$ cat src/rtl/npu_ofifo_arbiter_if.sv
// Handshake bundle for npu_ofifo_arbiter: slice FIFO read side plus the tagged result stream.
// master = arbiter side, slave = slice FIFOs / downstream consumer side.
interface npu_ofifo_arbiter_if #(
   parameter int NUM_SLICES  = 4,
   parameter int BATCH       = 3,
   parameter int ACCUM_DATAW = 32,
   parameter int SIDW        = (NUM_SLICES > 1) ? $clog2(NUM_SLICES) : 1
);
   logic [NUM_SLICES-1:0]                              i_ofifo_ready;
   logic [NUM_SLICES-1:0]                              o_ofifo_ren;
   logic signed [NUM_SLICES-1:0][BATCH-1:0][ACCUM_DATAW-1:0] i_ofifo_data;
   logic signed [BATCH-1:0][ACCUM_DATAW-1:0]           o_data;
   logic [SIDW-1:0]                                    o_sid;
   logic                                               o_valid;
   logic                                               i_ready;

   modport master (
      input  i_ofifo_ready, i_ofifo_data, i_ready,
      output o_ofifo_ren, o_data, o_sid, o_valid
   );

   modport slave (
      output i_ofifo_ready, i_ofifo_data, i_ready,
      input  o_ofifo_ren, o_data, o_sid, o_valid
   );
endinterface

$ cat src/rtl/npu_ofifo_arbiter.sv
// Drains NUM_SLICES slice result FIFOs round-robin into one in-order stream tagged with slice id.
// Define NPU_OARB_BURST_EN to keep the grant on one slice for up to 4 consecutive reads.
module npu_ofifo_arbiter #(
   parameter int NUM_SLICES  = 4,
   parameter int BATCH       = 3,
   parameter int ACCUM_DATAW = 32,
   parameter int RD_LATENCY  = 1,
   parameter int SIDW        = (NUM_SLICES > 1) ? $clog2(NUM_SLICES) : 1
) (
   input logic                 clk,
   input logic                 rst,
   npu_ofifo_arbiter_if.master bus
);
   localparam int DEPTH = RD_LATENCY + 2;
   localparam int PW    = $clog2(DEPTH);
   localparam int CW    = $clog2(2 * DEPTH + 1);

`ifdef NPU_OARB_BURST_EN
   localparam bit BURST_EN = 1'b1;
`else
   localparam bit BURST_EN = 1'b0;
`endif
   localparam logic [2:0] BURST_MAX = 3'd4;

   typedef logic [BATCH-1:0][ACCUM_DATAW-1:0] vec_t;

   logic [SIDW-1:0] last_sid;
   logic            have_cur;
   logic [2:0]      burst_cnt;
   logic            sticky;
   logic            credit_ok;
   logic            gnt_vld;
   logic [SIDW-1:0] gnt_sid;
   logic [SIDW-1:0] cand;

   logic            pipe_vld [RD_LATENCY];
   logic [SIDW-1:0] pipe_sid [RD_LATENCY];

   vec_t            mem_data [DEPTH];
   logic [SIDW-1:0] mem_sid  [DEPTH];
   logic [PW-1:0]   wr_ptr, rd_ptr;
   logic [CW-1:0]   occ, in_flight;
   logic            push, pop;

   always_comb begin
      in_flight = '0;
      for (int i = 0; i < RD_LATENCY; i++) begin
         in_flight = in_flight + CW'(pipe_vld[i]);
      end
   end

   // Reads still in the pipe already own a FIFO slot, so the FIFO can never overflow.
   assign credit_ok = (in_flight + occ) < CW'(DEPTH);

   assign sticky = BURST_EN && have_cur && bus.i_ofifo_ready[last_sid] && (burst_cnt < BURST_MAX);

   always_comb begin
      gnt_vld = 1'b0;
      gnt_sid = '0;
      cand    = '0;
      if (!rst && credit_ok) begin
         if (sticky) begin
            gnt_vld = 1'b1;
            gnt_sid = last_sid;
         end else begin
            for (int i = 1; i <= NUM_SLICES; i++) begin
               cand = SIDW'((int'(last_sid) + i) % NUM_SLICES);
               if (!gnt_vld && bus.i_ofifo_ready[cand]) begin
                  gnt_vld = 1'b1;
                  gnt_sid = cand;
               end
            end
         end
      end
   end

   assign bus.o_ofifo_ren = gnt_vld ? (NUM_SLICES'(1) << gnt_sid) : '0;

   always_ff @(posedge clk or posedge rst) begin
      if (rst) begin
         last_sid  <= SIDW'(NUM_SLICES - 1);
         have_cur  <= 1'b0;
         burst_cnt <= '0;
      end else if (gnt_vld) begin
         last_sid  <= gnt_sid;
         have_cur  <= 1'b1;
         burst_cnt <= sticky ? burst_cnt + 3'd1 : 3'd1;
      end
   end

   always_ff @(posedge clk or posedge rst) begin
      if (rst) begin
         for (int i = 0; i < RD_LATENCY; i++) begin
            pipe_vld[i] <= 1'b0;
            pipe_sid[i] <= '0;
         end
      end else begin
         pipe_vld[0] <= gnt_vld;
         pipe_sid[0] <= gnt_sid;
         for (int i = 1; i < RD_LATENCY; i++) begin
            pipe_vld[i] <= pipe_vld[i-1];
            pipe_sid[i] <= pipe_sid[i-1];
         end
      end
   end

   assign pop  = bus.o_valid && bus.i_ready;
   assign push = pipe_vld[RD_LATENCY-1] && ((occ < CW'(DEPTH)) || pop);

   assign bus.o_valid = (occ != '0);
   assign bus.o_data  = mem_data[rd_ptr];
   assign bus.o_sid   = mem_sid[rd_ptr];

   always_ff @(posedge clk or posedge rst) begin
      if (rst) begin
         for (int i = 0; i < DEPTH; i++) begin
            mem_data[i] <= '0;
            mem_sid[i]  <= '0;
         end
         wr_ptr <= '0;
         rd_ptr <= '0;
         occ    <= '0;
      end else begin
         if (push) begin
            mem_data[wr_ptr] <= bus.i_ofifo_data[pipe_sid[RD_LATENCY-1]];
            mem_sid[wr_ptr]  <= pipe_sid[RD_LATENCY-1];
            wr_ptr           <= (wr_ptr == PW'(DEPTH - 1)) ? '0 : wr_ptr + PW'(1);
         end
         if (pop) begin
            rd_ptr <= (rd_ptr == PW'(DEPTH - 1)) ? '0 : rd_ptr + PW'(1);
         end
         case ({push, pop})
            2'b10:   occ <= occ + CW'(1);
            2'b01:   occ <= occ - CW'(1);
            default: occ <= occ;
         endcase
      end
   end
endmodule
$ cat src/flat_wrapper.sv
// flat-port wrapper written by rule: the top's interface ports become plain ports
module npu_ofifo_arbiter_flat 
#(
   parameter int NUM_SLICES  = 4,
   parameter int BATCH       = 3,
   parameter int ACCUM_DATAW = 32,
   parameter int RD_LATENCY  = 1,
   parameter int SIDW        = (NUM_SLICES > 1) ? $clog2(NUM_SLICES) : 1
)
  (clk, rst, bus_i_ofifo_ready, bus_i_ofifo_data, bus_i_ready, bus_o_ofifo_ren, bus_o_data, bus_o_sid, bus_o_valid);
  npu_ofifo_arbiter_if #(.NUM_SLICES(NUM_SLICES), .BATCH(BATCH), .ACCUM_DATAW(ACCUM_DATAW), .SIDW(SIDW)) bus_i ();
  input logic clk;
  input logic rst;
  input wire logic [$bits(bus_i.i_ofifo_ready)-1:0] bus_i_ofifo_ready;
  input wire logic [$bits(bus_i.i_ofifo_data)-1:0] bus_i_ofifo_data;
  input wire logic [$bits(bus_i.i_ready)-1:0] bus_i_ready;
  output wire logic [$bits(bus_i.o_ofifo_ren)-1:0] bus_o_ofifo_ren;
  output wire logic [$bits(bus_i.o_data)-1:0] bus_o_data;
  output wire logic [$bits(bus_i.o_sid)-1:0] bus_o_sid;
  output wire logic [$bits(bus_i.o_valid)-1:0] bus_o_valid;
  assign bus_i.i_ofifo_ready = bus_i_ofifo_ready;
  assign bus_i.i_ofifo_data = bus_i_ofifo_data;
  assign bus_i.i_ready = bus_i_ready;
  assign bus_o_ofifo_ren = bus_i.o_ofifo_ren;
  assign bus_o_data = bus_i.o_data;
  assign bus_o_sid = bus_i.o_sid;
  assign bus_o_valid = bus_i.o_valid;
  npu_ofifo_arbiter #(.NUM_SLICES(NUM_SLICES), .BATCH(BATCH), .ACCUM_DATAW(ACCUM_DATAW), .RD_LATENCY(RD_LATENCY), .SIDW(SIDW)) u_core (.clk(clk), .rst(rst), .bus(bus_i));
endmodule
$ cat config.mk
export PLATFORM = sky130hd
export DESIGN_NAME = npu_ofifo_arbiter_flat
export DESIGN_NICKNAME = d
export VERILOG_FILES = /design/src/rtl/npu_ofifo_arbiter_if.sv /design/src/rtl/npu_ofifo_arbiter.sv /design/src/flat_wrapper.sv
export SDC_FILE = /design/constraint.sdc
export NUM_CORES = 1
export LEC_CHECK = 0
export BUFFER_PORTS_ARGS = -buffer_cell sky130_fd_sc_hd__buf_2
export CORE_ASPECT_RATIO = 0.5
export CORE_MARGIN = 4
export CORE_UTILIZATION = 45
export DETAILED_ROUTE_END_ITERATION = 10
export PLACE_DENSITY = 0.72
export SLEW_MARGIN = 5
export SYNTH_ARGS = -nofsm -noshare
export SYNTH_HDL_FRONTEND = slang
export SYNTH_SLANG_ARGS = --single-unit
$ cat constraint.sdc
create_clock -name clk -period 19.05 [get_ports clk]
set_input_delay 1.905 -clock clk [delete_from_list [all_inputs] [get_ports clk]]
set_output_delay 1.905 -clock clk [all_outputs]
set_load 0.01 [all_outputs]
==> flow_summary.rst <==
.. list-table::
   :header-rows: 1

   * - Metric
     - Value
   * - Critical Path RT
     - 17.14 ns
   * - Vias in the first global route
     - 11600
   * - Row count
     - 48
   * - Cells taking the most area after synthesis
     - sky130_fd_sc_hd__dfrtp_1 48%, sky130_fd_sc_hd__mux2_2 19%, sky130_fd_sc_hd__mux4_2 14%
   * - Quantity of gates resized following cts
     - 0
   * - Power density over cell area
     - 161 nW/um^2
   * - Mean area per synthesized cell
     - 14.0 um^2
   * - Largest fanout of any net on the critical path
     - 45
   * - WL final
     - 41700 um
   * - Detailed-route wire length per cell
     - 20.1 um
   * - Total via count after detailed routing
     - 11200
   * - Netlist cell types
     - 38
   * - Proportion of power drawn by combinational gates
     - 45.5%
   * - Number of levels the H-tree was split into
     - 1
   * - Library cell used as clock root buffer
     - sky130_fd_sc_hd__clkbuf_16
   * - Worst ir drop on vdd
     - 0.0000826 V
   * - Most common cell type on the critical path
     - sky130_fd_sc_hd__buf_4
   * - Via count normalized by instance count
     - 5.38
   * - Die Outline Area
     - 38600 um^2
   * - Worst slew pin tran
     - 0.994 ns
   * - DRC
     - 0
   * - Summed area of non-filler cells in the final layout
     - 19600 um^2
   * - Post-CTS setup buffer count
     - 0
   * - Detailed router's first-iteration violation count
     - 689
   * - Final Max Tran Viols
     - 0
   * - Share of the core filled with cells in the final layout
     - 56.5%
   * - Total global routing track utilization
     - 21.1%
   * - Type of the worst setup path
     - reg -> out
   * - Number of antenna violations at the first check in global routing
     - 3
   * - Synthesis-to-layout area growth
     - 23.1%
   * - Post-CTS Hold Fix Bufs
     - 0
   * - Number of nets in the final layout
     - 1981
   * - Sequential share of power
     - 36.4%
   * - Port Buffers
     - 493
   * - Clk slew on worst S/H paths
     - 0.07 ns
   * - Setup-failing EPs final
     - 0
   * - Portion of the clock cycle consumed by the worst path in the final layout
     - 27.3%
   * - Vertical extent of the die
     - 141 um
   * - Boundary Pins
     - 494
   * - Sort of element at the start of the critical path
     - flop
   * - Maximum operating frequency
     - 192 MHz
   * - Path class of the lowest-slack min-delay path
     - reg -> reg
   * - Worst Min Path Start
     - u_core.mem_data[212]
   * - Skew final
     - 0.0138 ns
   * - Synth Instances
     - 1138
   * - Fillers
     - 2903
   * - Worst endpoint data arrival time
     - 3.30 ns
   * - HPWL Detailed
     - 28900 um
   * - TritonCTS clock tree
     - yes
   * - Area after detailed placement
     - 18700 um^2
   * - Switching power
     - 1.13 mW
   * - CTS sink count
     - 306
   * - Worst slew margin
     - 33.7%
   * - Yosys warnings
     - 0
   * - Number of storage elements in the synthesis netlist
     - 306
   * - Share of the yosys chip area belonging to registers
     - 48.1%
   * - Number of hold-slack violations in the final timing report
     - 0
   * - Largest net degree at the start of global routing
     - 120
   * - Outcome
     - finished clean
   * - Global placement routability congestion
     - 0.867
   * - Fraction of layout cells with a size suffix above 1
     - 59.5%
   * - DR pass1 iterations
     - 5
   * - Time the worst path needs with I/O delays and setup
     - 5.21 ns
   * - Nets in the synthesized netlist
     - 1533
   * - Share of Yosys cell area claimed by the top area cell type
     - 47.8%
   * - Maximum buffer depth of the clock tree
     - 3
   * - Overall Power
     - 3.16 mW
   * - Delay of the slowest cell on the worst path
     - 0.77 ns
   * - Worst r2r src
     - u_core.occ[0]
   * - Clock buffers created by TritonCTS
     - 28
   * - Floorplan Core Area
     - 34700 um^2
   * - Post-route ant nets
     - 0
   * - Cells traversed along the worst timing path
     - buf_4 > buf_4 > mux2i_1 > o21ai_0 > buf_2
   * - Overflow left after global routing
     - 0
   * - Pre-CTS worst setup slack
     - 14.05 ns
   * - Final critical-path setup slack
     - 13.84 ns
   * - Setup slack of the most critical reg-to-reg path
     - 16.09 ns
   * - TNS Setup
     - 0 ns
   * - R2R Path End
     - u_core.mem_data[89]
   * - Clk network pwr share
     - 18.2%
   * - Number of max-cap violations
     - 0
   * - Worst-Skew Late Latency
     - 0.55 ns
   * - Cell-internal power
     - 2.03 mW
   * - Hold Crit Depth
     - 1
   * - Area of the mapped netlist
     - 15900 um^2
   * - Most area-hungry cell type in the Yosys netlist
     - sky130_fd_sc_hd__dfrtp_1
   * - Setup repair after global routing missed its margin
     - false
   * - Fraction of power spent switching nets
     - 35.7%
   * - Critical-path top delay cell
     - sky130_fd_sc_hd__buf_4
   * - Starting Density
     - 45.9%
   * - Worst-case reg-to-reg path depth
     - 5
   * - CP endpoint kind
     - output port
   * - Worst hold path endpoint
     - u_core.mem_data[212]
   * - Horizontal die dimension
     - 274 um
   * - First-pass GRT wire length
     - 65200 um
   * - Static leakage
     - 9.17 nW
final cells by class:
type	instances	area [um^2]	share of cell area [%]
diodes	1	2.50	0.0128
well taps	475	594	3.03
flip-flops and latches	306	7670	39.2
inverters	8	37.5	0.192
repair buffers	506	2560	13.1
clock buffers	39	823	4.20
multi-input cells	736	7810	39.8
clock inverters	8	93.8	0.479
per-stage QoR:
stage / hold WS, ns / std cells
3_3_place_gp: 0.485 / 2031
4_1_cts: 0.506 / 2078
2_1_floorplan: 0.467 / 1138
5_1_grt: 0.512 / 2078
3_5_place_dp: 0.491 / 2031
6_report: 0.503 / 2079
power by group through the flow:
stage	sequential (mW)	clock (mW)	combinational, mW
6_report	1.15	0.574	1.44
5_1_grt	1.18	0.617	1.57
4_1_cts	1.15	0.589	1.47
3_5_place_dp	1.16	0	1.46
3_3_place_gp	1.14	0	1.44
2_1_floorplan	1.09	0	1.05
cells in the mapped netlist, drive strengths merged:
cell,instances
dfrtp,304
mux2,295
nand2,105
o21ai,102
mux2i,99
mux4,96
buf,55
clkbuf,33
inv,8
nor2,4
nor2b,4
a21oi,3
ha,3
nand2b,3
xor2,3
dfstp,2
nor3,2
or3,2
or3b,2
a2111o,1
a211o,1
a211oi,1
a21o,1
and2,1
fa,1
nand3b,1
nor4,1
o211ai,1
o22a,1
o22ai,1
o2bb2ai,1
xnor2,1
kinds of logic after synthesis:
| kind of cell | share of synthesized area (%) |
|---|---|
| AO/OA/AOI/OAI | 3.77 |
| XOR/XNOR | 0.220 |
| adder cells (fa/ha/maj) | 0.362 |
| buffers and inverters | 2.95 |
| flip-flops | 48.1 |
| multiplexers | 41.4 |
| AND/OR/NAND/NOR | 3.22 |
layout by cell type, fill, tap and decap left out, types with 2 or more instances in the layout:
cell type and count:
sky130_fd_sc_hd__dfrtp_1 300, sky130_fd_sc_hd__clkbuf_8 6, sky130_fd_sc_hd__nand2_1 105, sky130_fd_sc_hd__or3b_4 2
sky130_fd_sc_hd__xor2_1 3, sky130_fd_sc_hd__mux2_2 266, sky130_fd_sc_hd__mux2i_1 99, sky130_fd_sc_hd__ha_1 3
sky130_fd_sc_hd__clkinv_2 5, sky130_fd_sc_hd__buf_4 13, sky130_fd_sc_hd__dfstp_2 2, sky130_fd_sc_hd__a21oi_1 2
sky130_fd_sc_hd__o21ai_0 101, sky130_fd_sc_hd__inv_1 7, sky130_fd_sc_hd__bufinv_16 2, sky130_fd_sc_hd__mux2_4 29
sky130_fd_sc_hd__clkbuf_16 29, sky130_fd_sc_hd__nor3_1 2, sky130_fd_sc_hd__dfrtp_4 3, sky130_fd_sc_hd__mux4_2 96
sky130_fd_sc_hd__nor2b_1 3, sky130_fd_sc_hd__buf_2 493, sky130_fd_sc_hd__nor2_1 4, sky130_fd_sc_hd__nand2b_1 3
sky130_fd_sc_hd__clkbuf_1 4
routing by layer:
layer	track usage [%]	part of all wire, %
met1	28.9	43
met2	37.0	52
met3	2.70	3.5
met4	3.22	1.4
met5	0	0.048
state kept, by name, indices dropped and copies added (netlist names):
signal	flops
u_core.mem_data	288
u_core.mem_sid	6
u_core.occ	3
u_core.last_sid	2
u_core.pipe_sid	2
u_core.rd_ptr	2
u_core.wr_ptr	2
u_core.pipe_vld	1
worst max-delay path, delay by kind of cell (launching register included):
kind	cells	cell delay (ns)
AOI/OAI and AO/OA	1	0.10
DFF	1	0.58
muxes	1	0.27
buffers and inverters	3	1.68
worst max-delay path by stage:
stage / from / to / slack [ns] / cells past startpoint
after CTS: u_core.rd_ptr[0] / bus_o_data[17] / 13.78 / 5
after detailed placement: bus_i_ofifo_ready[3] / bus_o_ofifo_ren[0] / 14.05 / 6
after floorplan: rst / u_core.mem_data[0] / 8.69 / 1
after global placement: bus_i_ofifo_ready[3] / bus_o_ofifo_ren[2] / 14.09 / 6
final: u_core.rd_ptr[1] / bus_o_data[11] / 13.84 / 5
after global routing: u_core.rd_ptr[0] / bus_o_data[83] / 13.65 / 5
Power figures use the tool's default switching activity.
